**config.mk**
```make
export PLATFORM = sky130hd
export DESIGN_NAME = serial_atx
export DESIGN_NICKNAME = d
export VERILOG_FILES = /design/src/rtl/serial_atx_pkg.sv /design/src/rtl/serial_atx.sv
export SDC_FILE = /design/constraint.sdc
export NUM_CORES = 1
export LEC_CHECK = 0
export ABC_CLOCK_PERIOD_IN_PS = 2200
export CAP_MARGIN = 20
export CORE_ASPECT_RATIO = 2
export CORE_MARGIN = 3
export CORE_UTILIZATION = 30
export DETAILED_ROUTE_END_ITERATION = 6
export PLACE_DENSITY_LB_ADDON = 0.12
export SLEW_MARGIN = 10
export SYNTH_ARGS = -nofsm -noshare
export SYNTH_HDL_FRONTEND = slang
export SYNTH_SLANG_ARGS = --single-unit
export TNS_END_PERCENT = 100
```
**constraint.sdc**
```tcl
create_clock -name clk -period 2.2 [get_ports clk]
set_input_delay 0.44 -clock clk [delete_from_list [all_inputs] [get_ports clk]]
set_output_delay 0.44 -clock clk [all_outputs]
set_load 0.02 [all_outputs]
```
**src/rtl/serial_atx_pkg.sv**
```systemverilog
// rtl/serial_atx_pkg.sv - shared serial definitions for the RX and TX paths
package serial_atx_pkg;

    localparam int DATA_W = 8;

    localparam int PAR_NONE = 0;
    localparam int PAR_ODD  = 1;
    localparam int PAR_EVEN = 2;

    typedef enum logic [2:0] {
        ST_IDLE   = 3'd0,
        ST_START  = 3'd1,
        ST_DATA   = 3'd2,
        ST_PARITY = 3'd3,
        ST_STOP1  = 3'd4,
        ST_STOP2  = 3'd5
    } serial_state_t;

    function automatic logic parity_bit(input logic [DATA_W-1:0] data, input int mode);
        logic p;
        p = ^data;
        return (mode == PAR_ODD) ? ~p : p;
    endfunction

endpackage

```
**src/rtl/serial_atx.sv**
```systemverilog
// rtl/serial_atx.sv - RS-232 transmitter, 8 data bits LSB first, one-entry holding register
module serial_atx
    import serial_atx_pkg::*;
#(
    parameter int PARITY    = 0,
    parameter int STOP_BITS = 1
) (
    input  logic              clk,
    input  logic              rst,
    input  logic              baud8tick,
    input  logic [DATA_W-1:0] txd_data,
    input  logic              txd_start,
    output logic              txd_ready,
    output logic              txd,
    output logic              txd_busy,
    output logic              txd_done
);

    // Out-of-range parameter values collapse to no parity / one stop bit.
    localparam bit PAR_EN   = (PARITY == PAR_ODD) || (PARITY == PAR_EVEN);
    localparam bit STOP2_EN = (STOP_BITS == 2);

    serial_state_t     state;
    logic [2:0]        phase;
    logic [2:0]        bit_idx;
    logic [DATA_W-1:0] shift;
    logic              par_bit;
    logic              hold_valid;
    logic [DATA_W-1:0] hold_data;

    logic bit_end;
    logic frame_end;
    logic load;

    assign bit_end   = baud8tick && (phase == 3'd7);
    assign frame_end = bit_end && (((state == ST_STOP1) && !STOP2_EN) || (state == ST_STOP2));
    // A new frame starts from IDLE on any tick, or straight off the last stop bit.
    assign load      = baud8tick && hold_valid && ((state == ST_IDLE) || frame_end);

    assign txd_ready = ~hold_valid;
    assign txd_busy  = (state != ST_IDLE);

    always_ff @(posedge clk) begin
        if (rst) begin
            state      <= ST_IDLE;
            phase      <= 3'd0;
            bit_idx    <= 3'd0;
            shift      <= '0;
            par_bit    <= 1'b0;
            hold_valid <= 1'b0;
            hold_data  <= '0;
            txd        <= 1'b1;
            txd_done   <= 1'b0;
        end else begin
            txd_done <= frame_end;

            // load needs hold_valid=1 and a write needs hold_valid=0, so these never collide.
            if (txd_start && !hold_valid) begin
                hold_valid <= 1'b1;
                hold_data  <= txd_data;
            end else if (load) begin
                hold_valid <= 1'b0;
            end

            if (baud8tick && (state != ST_IDLE)) begin
                phase <= phase + 3'd1;
            end

            if (load) begin
                state   <= ST_START;
                phase   <= 3'd0;
                shift   <= hold_data;
                par_bit <= parity_bit(hold_data, PARITY);
                txd     <= 1'b0;
            end else if (bit_end) begin
                case (state)
                    ST_START: begin
                        state   <= ST_DATA;
                        bit_idx <= 3'd0;
                        txd     <= shift[0];
                    end
                    ST_DATA: begin
                        if (bit_idx == 3'd7) begin
                            if (PAR_EN) begin
                                state <= ST_PARITY;
                                txd   <= par_bit;
                            end else begin
                                state <= ST_STOP1;
                                txd   <= 1'b1;
                            end
                        end else begin
                            shift   <= shift >> 1;
                            bit_idx <= bit_idx + 3'd1;
                            txd     <= shift[1];
                        end
                    end
                    ST_PARITY: begin
                        state <= ST_STOP1;
                        txd   <= 1'b1;
                    end
                    ST_STOP1: begin
                        state <= STOP2_EN ? ST_STOP2 : ST_IDLE;
                        txd   <= 1'b1;
                    end
                    ST_STOP2: begin
                        state <= ST_IDLE;
                        txd   <= 1'b1;
                    end
                    default: begin
                        state <= ST_IDLE;
                        txd   <= 1'b1;
                    end
                endcase
            end
        end
    end

endmodule

```
==> run_results.csv <==
group,metric,value,unit
global_route,maximum_number_of_pins_on_one_net_before_global_route_repair,16,
global_route,grt_usage,11.12,%
clock_tree,cts_num_sinks,28,
power_and_ir_drop,power.share.switching,23.34,%
clock_tree,cts_max_path_buffers,2,
worst_setup_path,ff2ff_setup_slack,0.38,ns
outcome,run_status,"completed",
clock_tree,clockRootBuffer,"clkbuf_8",
worst_setup_path,ff2ff_path_depth,6,
floorplanning,floorplan.die.width,51.74,um
global_route,grt_pass1_vias,938,
finish,synthToLayoutAreaGrowth,18.54,%
floorplanning,initial_core_util,31.98,%
worst_setup_path,cp.required,1.76,ns
floorplanning,dieHeight,97.47,um
place,dp.cells,191,
timing,rsz0062_at_grt,"false",
synth,ys_seq_elements,28,
routing,vias,940,
min_path,path_type_of_the_worst_min_delay_path,"reg -> reg",
power_and_ir_drop,ir_worst_vdd,0.0004098,V
floorplanning,core-area,0.003924,mm^2
place,gp_congestion,0.7999,
clock_tree,ctsHtreeMaxLevel,1,
clock_tree,clock_insertion_delay_worst_skew,0.27,ns
floorplanning,num_io_pins,16,
floorplanning,fp.dieArea,0.005042,mm^2
clock_tree,post_cts_setup_repair_buffer_count,0,
power_and_ir_drop,p_int,0.7447,mW
global_route,grt_overflow_total,0,
synth,ys_top_cells_by_area,"dfxtp_1 (45%), mux2i_1 (9.6%), nor2_1 (6.6%)",
synth,synth.top_cells.by_count,"dfxtp_1 (28), nor2_1 (22), a21oi_1 (12), mux2i_1 (12)",
synth,post-synth-top-area-cell,"dfxtp_1",
clock_tree,cts_hold_buffers,0,
global_route,antenna_found_initial,0,
synth,post_synth.cell_area_avg,9.728,um^2
timing,finalSetupViolations,0,
clock_tree,cts_bufs_inserted,3,
worst_setup_path,worst-setup-path-type,"reg -> out",
synth,netlist-cell-type-count,31,
clock_tree,cts.clk_slew.worst_paths,0.09,ns
worst_setup_path,worst-endpoint-arrival,1.39,ns
power_and_ir_drop,leakagePower,0.5872,nW
power_and_ir_drop,pwr-share-seq,55.7,%
synth,yosysSeqAreaShare,44.67,%
synth,synth.cell_area,0.001255,mm^2
min_path,min-delay-start,"shift[2]$_SDFFE_PP0P_",
routing,wl_per_cell,13.01,um
global_route,grt_pass1_wl,4264,um
power_and_ir_drop,power_frac_comb,11.5,%
power_and_ir_drop,power.clock.fraction,32.8,%
min_path,worstHoldPathCells,2,
worst_setup_path,crit_path_end_kind,"output pin",
min_path,worst_hold_path.endpoint,"shift[2]$_SDFFE_PP0P_",
synth,yosysTopAreaCellShare,44.67,%
job,drv_cap,0,
synth,synth-warning-count,0,
timing,post_route_clock_period_utilization,83.15,%
timing,highest_attainable_clock_frequency,546.7,MHz
place,detailed_place_hpwl,1933,um
finish,layout_cell_share_with_drive_strength_beyond_1,13.19,%
power_and_ir_drop,power_switching,0.2267,mW
floorplanning,row_count,32,
routing,drt_first_iter_violations,17,
routing,wirelength,2537,um
place,io_buffers,15,
finish,final_instance_count_excl_fillers,195,
timing,finalMaxSlewViolations,0,
finish,nNetsFinal,161,
synth,syn-num-nets,145,
worst_setup_path,critical_path.startpoint_type,"flip-flop",
synth,synth_async_sr_flop_share,0,%
timing,timing.final.crit_period,1.829,ns
timing,clock_skew,0.003886,ns
clock_tree,cts_tree,"built",
timing,report.final.hold_viol_count,0,
routing,first_pass_iters,4,
timing,finalSetupTns,0,ns
synth,number_of_enable_type_register_cells_in_the_synthesized_netlist,0,
worst_setup_path,r2r-end,"shift[1]$_SDFFE_PP0P_",
synth,post-synth-top-count-cell,"dfxtp_1",
routing,antenna_left,0,
synth,synth_top_flop_cell,"dfxtp_1",
routing,post-route-drc-count,0,
timing,timing_worst_slew_pin_value,0.4534,ns
synth,synthCells,129,
worst_setup_path,timing.rr.start,"bit_idx[0]$_SDFFE_PP0P_",
power_and_ir_drop,power_per_cell_area,653.0,mW/mm^2
routing,drt-vias-per-instance,4.821,
timing,maxSlewHeadroom,69.68,%
finish,diodes,0,
worst_setup_path,path_max_fanout,8,
## routing by layer
| layer | wire [um] | vias to the layer above | track usage [%] |
|---|---|---|---|
| met5 | 0 | - | 0 |
| met4 | 57 | 0 | 4.848 |
| met3 | 73 | 5 | 1.997 |
| met2 | 1429 | 14 | 20.43 |
| met1 | 977 | 436 | 11.60 |
| li1 | - | 485 | - |
## through the flow
| stage | utilization (%) | area, um^2 | hold WS, ns | setup slack [ns] | power [mW] |
|---|---|---|---|---|---|
| finish | 37.91 | 1488 | 0.4741 | 0.3708 | 0.9714 |
| global route | 37.91 | 1488 | 0.5012 | 0.1945 | 1.026 |
| CTS | 37.85 | 1485 | 0.4777 | 0.02360 | 0.9917 |
| detailed placement | 36.45 | 1430 | 0.4630 | 0.1923 | 0.6671 |
| global placement | 36.45 | 1430 | 0.4605 | 0.1960 | 0.6663 |
| floorplan | - | 1255 | 0.4476 | 0.5724 | 0.6208 |
## layout make-up
cell class | count | area, um^2
fill | 453 | 2436
sequential | 28 | 560.5
tap | 51 | 63.81
inverter | 1 | 3.754
clock buffer | 4 | 55.05
timing repair buffer | 19 | 182.7
multi-input combinational | 92 | 621.8
## cell families (layout without fill, tap and decap cells)
kind of cell / after synthesis / count (layout) / share of synthesized area [%]
flip-flops: 28 / 28 / 44.67
AO/OA/AOI/OAI: 27 / 27 / 15.65
buffers and inverters: 9 / 24 / 5.782
AND/OR/NAND/NOR: 48 / 48 / 19.64
XOR/XNOR: 1 / 1 / 0.6980
multiplexers: 12 / 12 / 9.572
adder cells (fa/ha/maj): 4 / 4 / 3.988
## registers in the layout, indices dropped and copies added, names as in the netlist
signal and cells:
phase 3, hold_valid 1, state 3, bit_idx 3, shift 8, txd 1, txd_done 1, hold_data 8
## power by group through the flow
| stage | Sequential, mW | Combinational (mW) | Clock (mW) |
|---|---|---|---|
| floorplan | 0.551 | 0.0700 | 0 |
| global placement | 0.554 | 0.113 | 0 |
| detailed placement | 0.554 | 0.113 | 0 |
| CTS | 0.542 | 0.114 | 0.336 |
| global route | 0.544 | 0.125 | 0.358 |
| finish | 0.541 | 0.111 | 0.319 |
## cells in the final DEF (no fill, tap or decap), drive strengths merged, types with 2 or more instances in the layout
master / count
a21oi: 12
nor3: 3
clkdlybuf4s50: 14
nand2b: 3
nor2: 22
nand3: 4
or3: 2
clkbuf: 4
nand2: 9
mux2i: 12
buf: 4
ha: 4
a22oi: 6
a211oi: 3
a211o: 2
dfxtp: 28
## how the worst max path moves through the flow
stage | startpoint | end | slack [ns] | cells past startpoint
final | state[0]$_SDFFE_PP0P_ | txd_busy | 0.37 | 2
after global routing | bit_idx[0]$_SDFFE_PP0P_ | shift[0]$_SDFFE_PP0P_ | 0.19 | 6
after CTS | state[0]$_SDFFE_PP0P_ | txd_busy | 0.02 | 2
after detailed placement | baud8tick | shift[6]$_SDFFE_PP0P_ | 0.19 | 5
after global placement | baud8tick | shift[7]$_SDFFE_PP0P_ | 0.20 | 5
after floorplan | bit_idx[0]$_SDFFE_PP0P_ | shift[6]$_SDFFE_PP0P_ | 0.57 | 7
## worst max-delay path, stage by stage, from the launching register on
cell and delay (ns):
dfxtp_1 0.38, or3_2 0.51, dlymetal6s2s_1 0.23
## what timing repair did
| item | in CTS | in global routing |
|---|---|---|
| setup endpoints to repair | 0 | 1 |
| hold endpoints to repair | 0 | 0 |
| gates resized for setup | 0 | 1 |
No activity file was read; power rests on OpenSTA's default activity.
